--- config.mk ---
export PLATFORM = sky130hd
export DESIGN_NAME = microstep_sequencer
export DESIGN_NICKNAME = d
export VERILOG_FILES = /design/src/rtl/microstep_pkg.sv /design/src/rtl/microstep_sequencer_onehot_decoder.sv /design/src/rtl/microstep_sequencer.sv
export SDC_FILE = /design/constraint.sdc
export NUM_CORES = 1
export LEC_CHECK = 0
export ABC_AREA = 0
export BUFFER_PORTS_ARGS = -buffer_cell sky130_fd_sc_hd__buf_2
export CORE_ASPECT_RATIO = 0.75
export CORE_MARGIN = 10
export CORE_UTILIZATION = 45
export CTS_CLUSTER_SIZE = 28
export DETAILED_ROUTE_END_ITERATION = 6
export GPL_TIMING_DRIVEN = 0
export PLACE_DENSITY_LB_ADDON = 0.08
export SYNTH_ARGS = -nofsm -noshare
export SYNTH_HDL_FRONTEND = slang
export SYNTH_SLANG_ARGS = --single-unit
--- constraint.sdc ---
create_clock -name clk -period 4 [get_ports clk]
set_input_delay 0.8 -clock clk [delete_from_list [all_inputs] [get_ports clk]]
set_output_delay 0.8 -clock clk [all_outputs]
set_load 0.05 [all_outputs]
--- src/rtl/microstep_pkg.sv ---
// Shared encodings for microstep_sequencer: state codes, opcode classes and IR field positions.
package microstep_pkg;

    typedef enum logic [2:0] {
        ST_IDLE = 3'd0,
        ST_T0   = 3'd1,
        ST_T1   = 3'd2,
        ST_T2   = 3'd3,
        ST_T3   = 3'd4,
        ST_T4   = 3'd5,
        ST_T5   = 3'd6,
        ST_T6   = 3'd7
    } state_e;

    typedef enum logic [1:0] {
        CLS_ALU  = 2'd0,
        CLS_HILO = 2'd1,
        CLS_ILL  = 2'd2
    } opc_class_e;

    localparam int OPC_W   = 5;
    localparam int OPC_MSB = 31;
    localparam int RA_MSB  = 26;

    localparam logic [OPC_W-1:0] OPC_ALU_MIN = 5'h00;
    localparam logic [OPC_W-1:0] OPC_ALU_MAX = 5'h0B;
    localparam logic [OPC_W-1:0] OPC_MUL     = 5'h0E;
    localparam logic [OPC_W-1:0] OPC_DIV     = 5'h0F;

    // Unsigned offset compare keeps the ALU range check free of always-true terms.
    function automatic opc_class_e opc_class(input logic [OPC_W-1:0] opc);
        opc_class_e cls;
        if ((opc - OPC_ALU_MIN) <= (OPC_ALU_MAX - OPC_ALU_MIN)) begin
            cls = CLS_ALU;
        end else if ((opc == OPC_MUL) || (opc == OPC_DIV)) begin
            cls = CLS_HILO;
        end else begin
            cls = CLS_ILL;
        end
        return cls;
    endfunction

endpackage

--- src/rtl/microstep_sequencer_onehot_decoder.sv ---
// onehot_decoder: binary index to N-bit one-hot enable; out-of-range indices give all zeros.
module onehot_decoder #(
    parameter int N = 16,
    parameter int W = (N > 1) ? $clog2(N) : 1
) (
    input  logic         en,
    input  logic [W-1:0] idx,
    output logic [N-1:0] onehot
);

    // Combinational index decode.
    always_comb begin
        onehot = '0;
        for (int i = 0; i < N; i++) begin
            if (en && (idx == W'(i))) begin
                onehot[i] = 1'b1;
            end else begin
                onehot[i] = 1'b0;
            end
        end
    end

endmodule

--- src/rtl/microstep_sequencer.sv ---
// microstep_sequencer: fetch/execute control for reg-reg ALU and HI/LO instructions.
// Optional MICROSTEP_SINGLE_STEP_EN adds step_req; every non-IDLE state then waits for it.
module microstep_sequencer
    import microstep_pkg::*;
#(
    parameter int DATA_WIDTH  = 32,
    parameter int NUM_REGS    = 16,
    parameter int OP_WIDTH    = 4,
    parameter int MEM_TIMEOUT = 15
) (
    input  logic                  clk,
    input  logic                  clear,
    input  logic                  start,
    input  logic                  mem_rdy,
`ifdef MICROSTEP_SINGLE_STEP_EN
    input  logic                  step_req,
`endif
    input  logic [DATA_WIDTH-1:0] ir,
    output logic                  busy,
    output logic                  done,
    output logic                  err,
    output logic                  PCout,
    output logic                  MARin,
    output logic                  IncPC,
    output logic                  PCin,
    output logic                  Read,
    output logic                  MDRin,
    output logic                  MDRout,
    output logic                  IRin,
    output logic                  Yin,
    output logic                  Zin_low,
    output logic                  Zin_high,
    output logic                  Zlowout,
    output logic                  Zhighout,
    output logic                  HIin,
    output logic                  LOin,
    output logic [NUM_REGS-1:0]   reg_out,
    output logic [NUM_REGS-1:0]   reg_in,
    output logic [OP_WIDTH-1:0]   operation
);

    localparam int REG_SEL_W = $clog2(NUM_REGS);
    localparam int CNT_W     = $clog2(MEM_TIMEOUT + 1);

    state_e                 state_q, state_d;
    logic [CNT_W-1:0]       cnt_q, cnt_d;
    logic                   first_t1_q, first_t1_d;
    logic [OPC_W-1:0]       opc_q, opc_d;
    logic [REG_SEL_W-1:0]   ra_q, ra_d;
    logic [REG_SEL_W-1:0]   rc_q, rc_d;
    logic [OP_WIDTH-1:0]    operation_q, operation_d;

    logic                   step_ok_s;
    logic                   hilo_s;
    logic [OPC_W-1:0]       ir_opc_s;
    logic [REG_SEL_W-1:0]   ir_ra_s, ir_rb_s, ir_rc_s;
    logic                   rout_en_s, rin_en_s;
    logic [REG_SEL_W-1:0]   rout_idx_s;
    logic                   unused_ir_s;

`ifdef MICROSTEP_SINGLE_STEP_EN
    assign step_ok_s = step_req;
`else
    assign step_ok_s = 1'b1;
`endif

    assign ir_opc_s    = ir[OPC_MSB -: OPC_W];
    assign ir_ra_s     = ir[RA_MSB -: REG_SEL_W];
    assign ir_rb_s     = ir[RA_MSB - REG_SEL_W -: REG_SEL_W];
    assign ir_rc_s     = ir[RA_MSB - 2 * REG_SEL_W -: REG_SEL_W];
    assign unused_ir_s = ^ir;
    assign hilo_s      = (opc_class(opc_q) == CLS_HILO);
    assign operation   = operation_q;

    // Next-state logic and Moore strobe decode; T1 err and T3 decode also look at mem_rdy / ir.
    always_comb begin
        state_d     = state_q;
        cnt_d       = cnt_q;
        first_t1_d  = 1'b0;
        opc_d       = opc_q;
        ra_d        = ra_q;
        rc_d        = rc_q;
        operation_d = operation_q;
        busy = 1'b0; done = 1'b0; err = 1'b0;
        PCout = 1'b0; MARin = 1'b0; IncPC = 1'b0; PCin = 1'b0; Read = 1'b0;
        MDRin = 1'b0; MDRout = 1'b0; IRin = 1'b0; Yin = 1'b0;
        Zin_low = 1'b0; Zin_high = 1'b0; Zlowout = 1'b0; Zhighout = 1'b0;
        HIin = 1'b0; LOin = 1'b0;
        rout_en_s  = 1'b0;
        rout_idx_s = rc_q;
        rin_en_s   = 1'b0;
        case (state_q)
            ST_IDLE: begin
                if (start) begin
                    state_d = ST_T0;
                end else begin
                    state_d = ST_IDLE;
                end
            end
            ST_T0: begin
                busy = 1'b1; PCout = 1'b1; MARin = 1'b1; IncPC = 1'b1; Zin_low = 1'b1;
                cnt_d      = '0;
                first_t1_d = step_ok_s;
                if (step_ok_s) begin
                    state_d = ST_T1;
                end else begin
                    state_d = ST_T0;
                end
            end
            ST_T1: begin
                busy = 1'b1; Read = 1'b1; MDRin = 1'b1;
                PCin = first_t1_q; Zlowout = first_t1_q;
                // Waiting on step_req freezes both the timeout count and the first-cycle flag.
                if (!step_ok_s) begin
                    first_t1_d = first_t1_q;
                end else if (mem_rdy) begin
                    state_d = ST_T2;
                end else if (cnt_q == CNT_W'(MEM_TIMEOUT - 1)) begin
                    err     = 1'b1;
                    state_d = ST_IDLE;
                end else begin
                    cnt_d = cnt_q + CNT_W'(1);
                end
            end
            ST_T2: begin
                busy = 1'b1; MDRout = 1'b1; IRin = 1'b1;
                if (step_ok_s) begin
                    state_d = ST_T3;
                end else begin
                    state_d = ST_T2;
                end
            end
            ST_T3: begin
                busy = 1'b1;
                case (opc_class(ir_opc_s))
                    CLS_ALU, CLS_HILO: begin
                        Yin        = 1'b1;
                        rout_en_s  = 1'b1;
                        rout_idx_s = ir_rb_s;
                        if (step_ok_s) begin
                            opc_d       = ir_opc_s;
                            ra_d        = ir_ra_s;
                            rc_d        = ir_rc_s;
                            operation_d = OP_WIDTH'(ir_opc_s);
                            state_d     = ST_T4;
                        end else begin
                            state_d = ST_T3;
                        end
                    end
                    default: begin
                        err = step_ok_s;
                        if (step_ok_s) begin
                            state_d = ST_IDLE;
                        end else begin
                            state_d = ST_T3;
                        end
                    end
                endcase
            end
            ST_T4: begin
                busy = 1'b1; Zin_low = 1'b1; Zin_high = hilo_s;
                rout_en_s = 1'b1;
                if (step_ok_s) begin
                    state_d = ST_T5;
                end else begin
                    state_d = ST_T4;
                end
            end
            ST_T5: begin
                busy = 1'b1; Zlowout = 1'b1;
                if (hilo_s) begin
                    LOin = 1'b1;
                    if (step_ok_s) begin
                        state_d = ST_T6;
                    end else begin
                        state_d = ST_T5;
                    end
                end else begin
                    rin_en_s = 1'b1;
                    done     = step_ok_s;
                    if (step_ok_s) begin
                        state_d = ST_IDLE;
                    end else begin
                        state_d = ST_T5;
                    end
                end
            end
            ST_T6: begin
                busy = 1'b1; Zhighout = 1'b1; HIin = 1'b1;
                done = step_ok_s;
                if (step_ok_s) begin
                    state_d = ST_IDLE;
                end else begin
                    state_d = ST_T6;
                end
            end
            default: begin
                state_d = ST_IDLE;
            end
        endcase
    end

    // Sequencer state and latched instruction fields, cleared synchronously.
    always_ff @(posedge clk) begin
        if (clear) begin
            state_q     <= ST_IDLE;
            cnt_q       <= '0;
            first_t1_q  <= 1'b0;
            opc_q       <= '0;
            ra_q        <= '0;
            rc_q        <= '0;
            operation_q <= '0;
        end else begin
            state_q     <= state_d;
            cnt_q       <= cnt_d;
            first_t1_q  <= first_t1_d;
            opc_q       <= opc_d;
            ra_q        <= ra_d;
            rc_q        <= rc_d;
            operation_q <= operation_d;
        end
    end

    onehot_decoder #(.N(NUM_REGS), .W(REG_SEL_W)) u_reg_out_dec (
        .en     (rout_en_s),
        .idx    (rout_idx_s),
        .onehot (reg_out)
    );

    onehot_decoder #(.N(NUM_REGS), .W(REG_SEL_W)) u_reg_in_dec (
        .en     (rin_en_s),
        .idx    (ra_q),
        .onehot (reg_in)
    );

endmodule

# Yosys cells after proc, flatten, opt, wreduce, memory -nomap -nowiden

Cells that the tools add are included.

Flip-flop bits (word level): 25
Logic and storage cells: 170

Add/sub/neg operators: 1
Equal/unequal tests: 47
Magnitude comparators: 2
Muxes and demuxes: 69
Reduce and logical (&&, ||, !) cells: 44

Operators with widths:

| kind                                                | count |
|---|---|
| == test 4 bit, second input constant                | 17 |
| 2-to-1 mux 1 bit                                    | 50 |
| == test 4 x 3 -> 1 bit, second input constant       | 8 |
| logical AND 1 bit                                   | 32 |
| one-hot mux 3 bit (8 select lines)                  | 1 |
| == test 5 x 4 -> 1 bit, second input constant       | 4 |
| == test 4 x 2 -> 1 bit, second input constant       | 4 |
| 2-to-1 mux 4 bit                                    | 4 |
| == test 3 bit, second input constant                | 4 |
| 2-to-1 mux 3 bit                                    | 4 |
| <= comparator 5 x 4 -> 1 bit, second input constant | 2 |
| 2-to-1 mux 2 bit                                    | 5 |
| == test 4 x 1 -> 1 bit, second input constant       | 2 |
| logical NOT 4 bit                                   | 2 |
| one-hot mux 1 bit (2 select lines)                  | 4 |
| one-hot mux 4 bit (2 select lines)                  | 1 |
| OR reduction 7 bit                                  | 1 |
| == test 3 x 2 -> 1 bit, second input constant       | 2 |
| adder 4 x 1 -> 4 bit, second input constant         | 1 |
| == test 2 x 1 -> 1 bit, second input constant       | 2 |
| != test 2 bit, second input constant                | 2 |
| OR reduction 2 bit                                  | 2 |
| == test 3 x 1 -> 1 bit, second input constant       | 1 |
| logical NOT 3 bit                                   | 1 |
| 6 further kinds                                     | 7 |

# Longest topological paths before layout

Depth in word-level cells: 12
Depth in mapped cells: 7
Depth with buffers taken out: 6

# Modules after synthesis

Synthesis repeated with hierarchy kept, for this count alone.

Cell total of the unflattened synthesis: 197
Area total of the unflattened synthesis: 1455.1 um2

By module, submodules not included:

| module              | area an instance (um2) | cells each | sequential area each (um2) | instances |
|---|---|---|---|---|
| microstep_sequencer | 1219.9                 | 151        | 420.4                      | 1 |
| onehot_decoder      | 117.6                  | 23         | 0.0                        | 2 |

# Worst setup path before layout

Ideal clock, no wire load.

Path type: input -> output
Start: input port ir[30]
End: output port reg_out[11]
Arrival time: 2.583 ns
Buffers on the path: 1
Setup slack: 0.617 ns
Required time: 3.200 ns
Cell stages on the path: 5
Path through: and3b_1 -> or4_4 -> buf_6 -> mux2_4 -> nor2_1

Longest elaborated chain between the ends: 12
Elaborated cells between the ends (all ways): 17

RTL lines:

| item                                                                 | line                                     | RTL |
|---|---|---|
| from (decl)                                                          | microstep_sequencer.sv:18                | `input logic [DATA_WIDTH-1:0] ir,` |
| branches (longest 3 deep; another with <= comparator 5 x 4 -> 1 bit) | --                                       |  |
| 2-to-1 mux 2 bit (*)                                                 | microstep_pkg.sv:33                      | `if ((opc - OPC_ALU_MIN) <= (OPC_ALU_MAX - OPC_ALU_MIN)) begin` |
| 2-to-1 mux 2 bit (*)                                                 | microstep_sequencer.sv:92                | `case (state_q)` |
| == test 2 x 1 -> 1 bit / logical NOT 2 bit (equally long branches)   | microstep_sequencer.sv:135               | `case (opc_class(ir_opc_s))` |
| OR reduction 2 bit (*)                                               | microstep_sequencer.sv:135               |  |
| 2-to-1 mux 4 bit                                                     | microstep_sequencer.sv:135               |  |
| 2-to-1 mux 4 bit                                                     | microstep_sequencer.sv:92                |  |
| == test 4 bit                                                        | microstep_sequencer_onehot_decoder.sv:15 | `if (en && (idx == W'(i))) begin` |
| logical AND 1 bit (*)                                                | microstep_sequencer_onehot_decoder.sv:15 |  |
| 2-to-1 mux 1 bit (*)                                                 | microstep_sequencer_onehot_decoder.sv:15 |  |
| to (decl)                                                            | microstep_sequencer.sv:37                | `output logic [NUM_REGS-1:0] reg_out,` |

Every way passes the cells marked *. The select of a mux whose other input is x is not followed.

# Worst setup path after layout

Start: input port ir[30]
End: output port reg_out[6]

Longest elaborated chain between the ends: 12
Elaborated cells between the ends (all ways): 17

RTL lines:

| item                                                                 | line |
|---|---|
| branches (longest 3 deep; another with <= comparator 5 x 4 -> 1 bit) | -- |
| 2-to-1 mux 2 bit (*)                                                 | microstep_pkg.sv:33 |
| 2-to-1 mux 2 bit (*)                                                 | microstep_sequencer.sv:92 |
| == test 2 x 1 -> 1 bit / logical NOT 2 bit (equally long branches)   | microstep_sequencer.sv:135 |
| OR reduction 2 bit (*)                                               | microstep_sequencer.sv:135 |
| 2-to-1 mux 4 bit                                                     | microstep_sequencer.sv:135 |
| 2-to-1 mux 4 bit                                                     | microstep_sequencer.sv:92 |
| == test 4 x 3 -> 1 bit                                               | microstep_sequencer_onehot_decoder.sv:15 |
| logical AND 1 bit (*)                                                | microstep_sequencer_onehot_decoder.sv:15 |
| 2-to-1 mux 1 bit (*)                                                 | microstep_sequencer_onehot_decoder.sv:15 |

Marks and branches as above.

==> impl_metrics.tcl <==
set metrics [dict create \
    status "completed" \
    final_util_pct 63.4 \
    die_area_sq_mm 0.00588 \
    dp.cells 319 \
    syn-num-nets 245 \
    drive_above_1_share_pct 33.7 \
    setup_viol 0 \
    rsz0062_at_grt "no" \
    grt_pass1_vias 1613 \
    wirelength_um 4430 \
    ctsHoldBuffers 0 \
    fin_cells 323 \
    clockRootBuffer "clkbuf_8" \
    cp_max_fo 9 \
    synth-edff-count 0 \
    syn_area_sq_mm 0.00144 \
    synth_area_per_cell_sq_um 6.94 \
    synthTopCellsByArea "dfxtp_1, nor2_1, nand2_1" \
    use_met1_pct 18.0 \
    grt-ovfl-total 0 \
    finalCritPeriodShare_pct 82.1 \
    crit_path_end_kind "output pin" \
    post-synth-top-area-cell "dfxtp_1" \
    ys_types 41 \
    hold_class "flip-flop to flip-flop" \
    fp.dieW_um 85.2 \
    tightest_slew_ps 827 \
    p_leak_nw 0.944 \
    startpoint_type "input port" \
    async_flop_share_pct 0 \
    ant_nets 0 \
    track_usage_pct 14.8 \
    drtIter0Drc 90 \
    yosys_warnings 0 \
    finalClockSkew_ps 1.38 \
    p_seq_share_pct 46.4 \
    routedWlPerCell_um 13.7 \
    syn_inst 207 \
    clkPwrFrac_pct 30.4 \
    num_rows 17 \
    cts_htree_levels 1 \
    cts.sink_count 21 \
    port_buffers 74 \
    max_freq_mhz 304 \
    cts_setup_buffers 0 \
    cts_buffers 3 \
    drv_slew 0 \
    cell_internal_pwr_mw 0.316 \
    fin_area_sq_mm 0.00190 \
    path_clk_slew_ps 80 \
    combinationalPowerShare_pct 23.3 \
    grt_use_met3_pct 7.49 \
    ys_seq_elements 21 \
    die_h_um 68.9 \
    crit_arrival_ps 2490 \
    clk_latency_ps 260 \
    critPathRequiredTime_ps 3200 \
    dr_total_vias 1626 \
    pin_count 90 \
    busiest_layer "met2" \
    firstDrtPassIters 4 \
    criticalPathCategory "input port to output pin" \
    p_switching_mw 0.150 \
    gp_congestion 0.832 \
    met2_usage_pct 23.7 \
    switching_share_pct 32.3 \
    max-vdd-ir-drop_mv 0.139 \
    nets 324 \
    vias_per_cell 5.03 \
    dpl_cell_area_sq_mm 0.00185 \
    drv_cap 0 \
    synth_top_area_share_pct 29.3 \
    hpwl_um 3570 \
    tns_ps 0 \
    cts_buffer_depth 2 \
    yosysSeqAreaShare_pct 29.3 \
    power_mw 0.466 \
    cellPowerDensity_mw_per_mm2 245 \
    start_util_pct 47.9 \
    hold_viol_final 0 \
    cts_tree "done" \
    syn2layout_area_growth_pct 32.3 \
    cts_resized 0 \
    grt_max_degree 13 \
    antenna_found_initial 0 \
    period_minus_slack_ps 3290 \
    drc 0 \
    antenna_cells 0 \
    coreArea_sq_mm 0.00300 \
    slew_headroom_pct 44.6 \
    grt_pass1_wl_um 7270 \
    synth-main-ff-cell "dfxtp_1" \
]
## final cells by class
class,count,area (sq um)
clock inverters,1,5.00
multi-input cells,160,866
clock buffers,3,41.3
inverters,5,20.0
flip-flops and latches,21,420
well taps,38,47.5
repair buffers,74,370
fillers,286,1100
plain buffers,21,130
## final timing paths
| kind | start | end | slack (ps) | cells past startpoint |
|---|---|---|---|---|
| max | ir[30] | reg_out[6] | 710 | 8 |
| min | opc_q[0] | opc_q[0] | 460 | 2 |
| max reg2reg | cnt_q[0] | cnt_q[0] | 2100 | 6 |
| min reg2reg | opc_q[0] | opc_q[0] | 460 | 2 |
## through the flow
step	worst slack (ps)	hold slack, ps
global route	608	483
finish	715	459
global placement	730	444
floorplan	617	437
CTS	712	461
detailed placement	714	449
## flip-flops by register name, indices dropped and copies added, names as in the netlist
register    flops
ra_q            4
rc_q            4
opc_q           5
first_t1_q      1
state_q         3
cnt_q           4
## power by group through the flow
stage	registers (mW)	clock network, mW	logic [mW]
after floorplan	0.220	0	0.0776
after global placement	0.221	0	0.107
after detailed placement	0.221	0	0.108
after CTS	0.216	0.147	0.108
after global routing	0.217	0.153	0.117
final	0.216	0.142	0.108
## logic make-up after synthesis
kind of cell | count (synthesis) | synth area share (%)
AND/OR/NAND/NOR | 117 | 38.8
AO/OA/AOI/OAI | 36 | 15.9
buffers and inverters | 26 | 10.5
flip-flops | 21 | 29.3
multiplexers | 5 | 3.83
adder cells (fa/ha/maj) | 2 | 1.74
## critical path: stages
cell and delay, ps:
buf_2 100, and3b_1 210, or4_4 490, buf_6 160, clkinv_2 120, a32oi_1 190, nor2_1 140, buf_2 270
## metal layers
layer / up-vias / routed length, um
met4: 0 / 18
met5: - / 0
met3: 5 / 499
met2: 66 / 1840
li1: 858 / -
met1: 697 / 2070
## synthesized netlist by cell type, drive strengths merged, types with 2 or more instances
master and number:
nand3b 3, nand3 3, nor2 40, a21oi 19, mux2i 4, a31oi 4
nor2b 8, nand2b 5, o32ai 2, buf 14, and3 3, ha 2
dfxtp 21, nand2 31, clkbuf 7, nor3 13, o21ai 4, nand4 2
inv 4
## cell usage in the layout, fill, tap and decap left out, types with 2 or more instances in the layout
cell	Yosys	routed
nand2b_1	5	5
and3_1	3	3
inv_1	4	4
a21oi_1	19	19
dfxtp_1	21	21
clkinv_2	1	2
nand2_1	31	31
mux2i_1	4	4
nand3b_1	3	3
o21ai_0	4	4
nor3_1	13	13
nor2b_1	8	8
nand4_1	2	2
clkbuf_8	0	3
nand3_1	3	3
clkbuf_1	6	6
o32ai_1	2	2
buf_2	1	75
ha_1	2	2
nor2_1	40	40
buf_4	9	9
buf_6	2	2
a31oi_1	4	4
buf_1	2	2
Note: power is estimated with default switching activity, not from simulation.
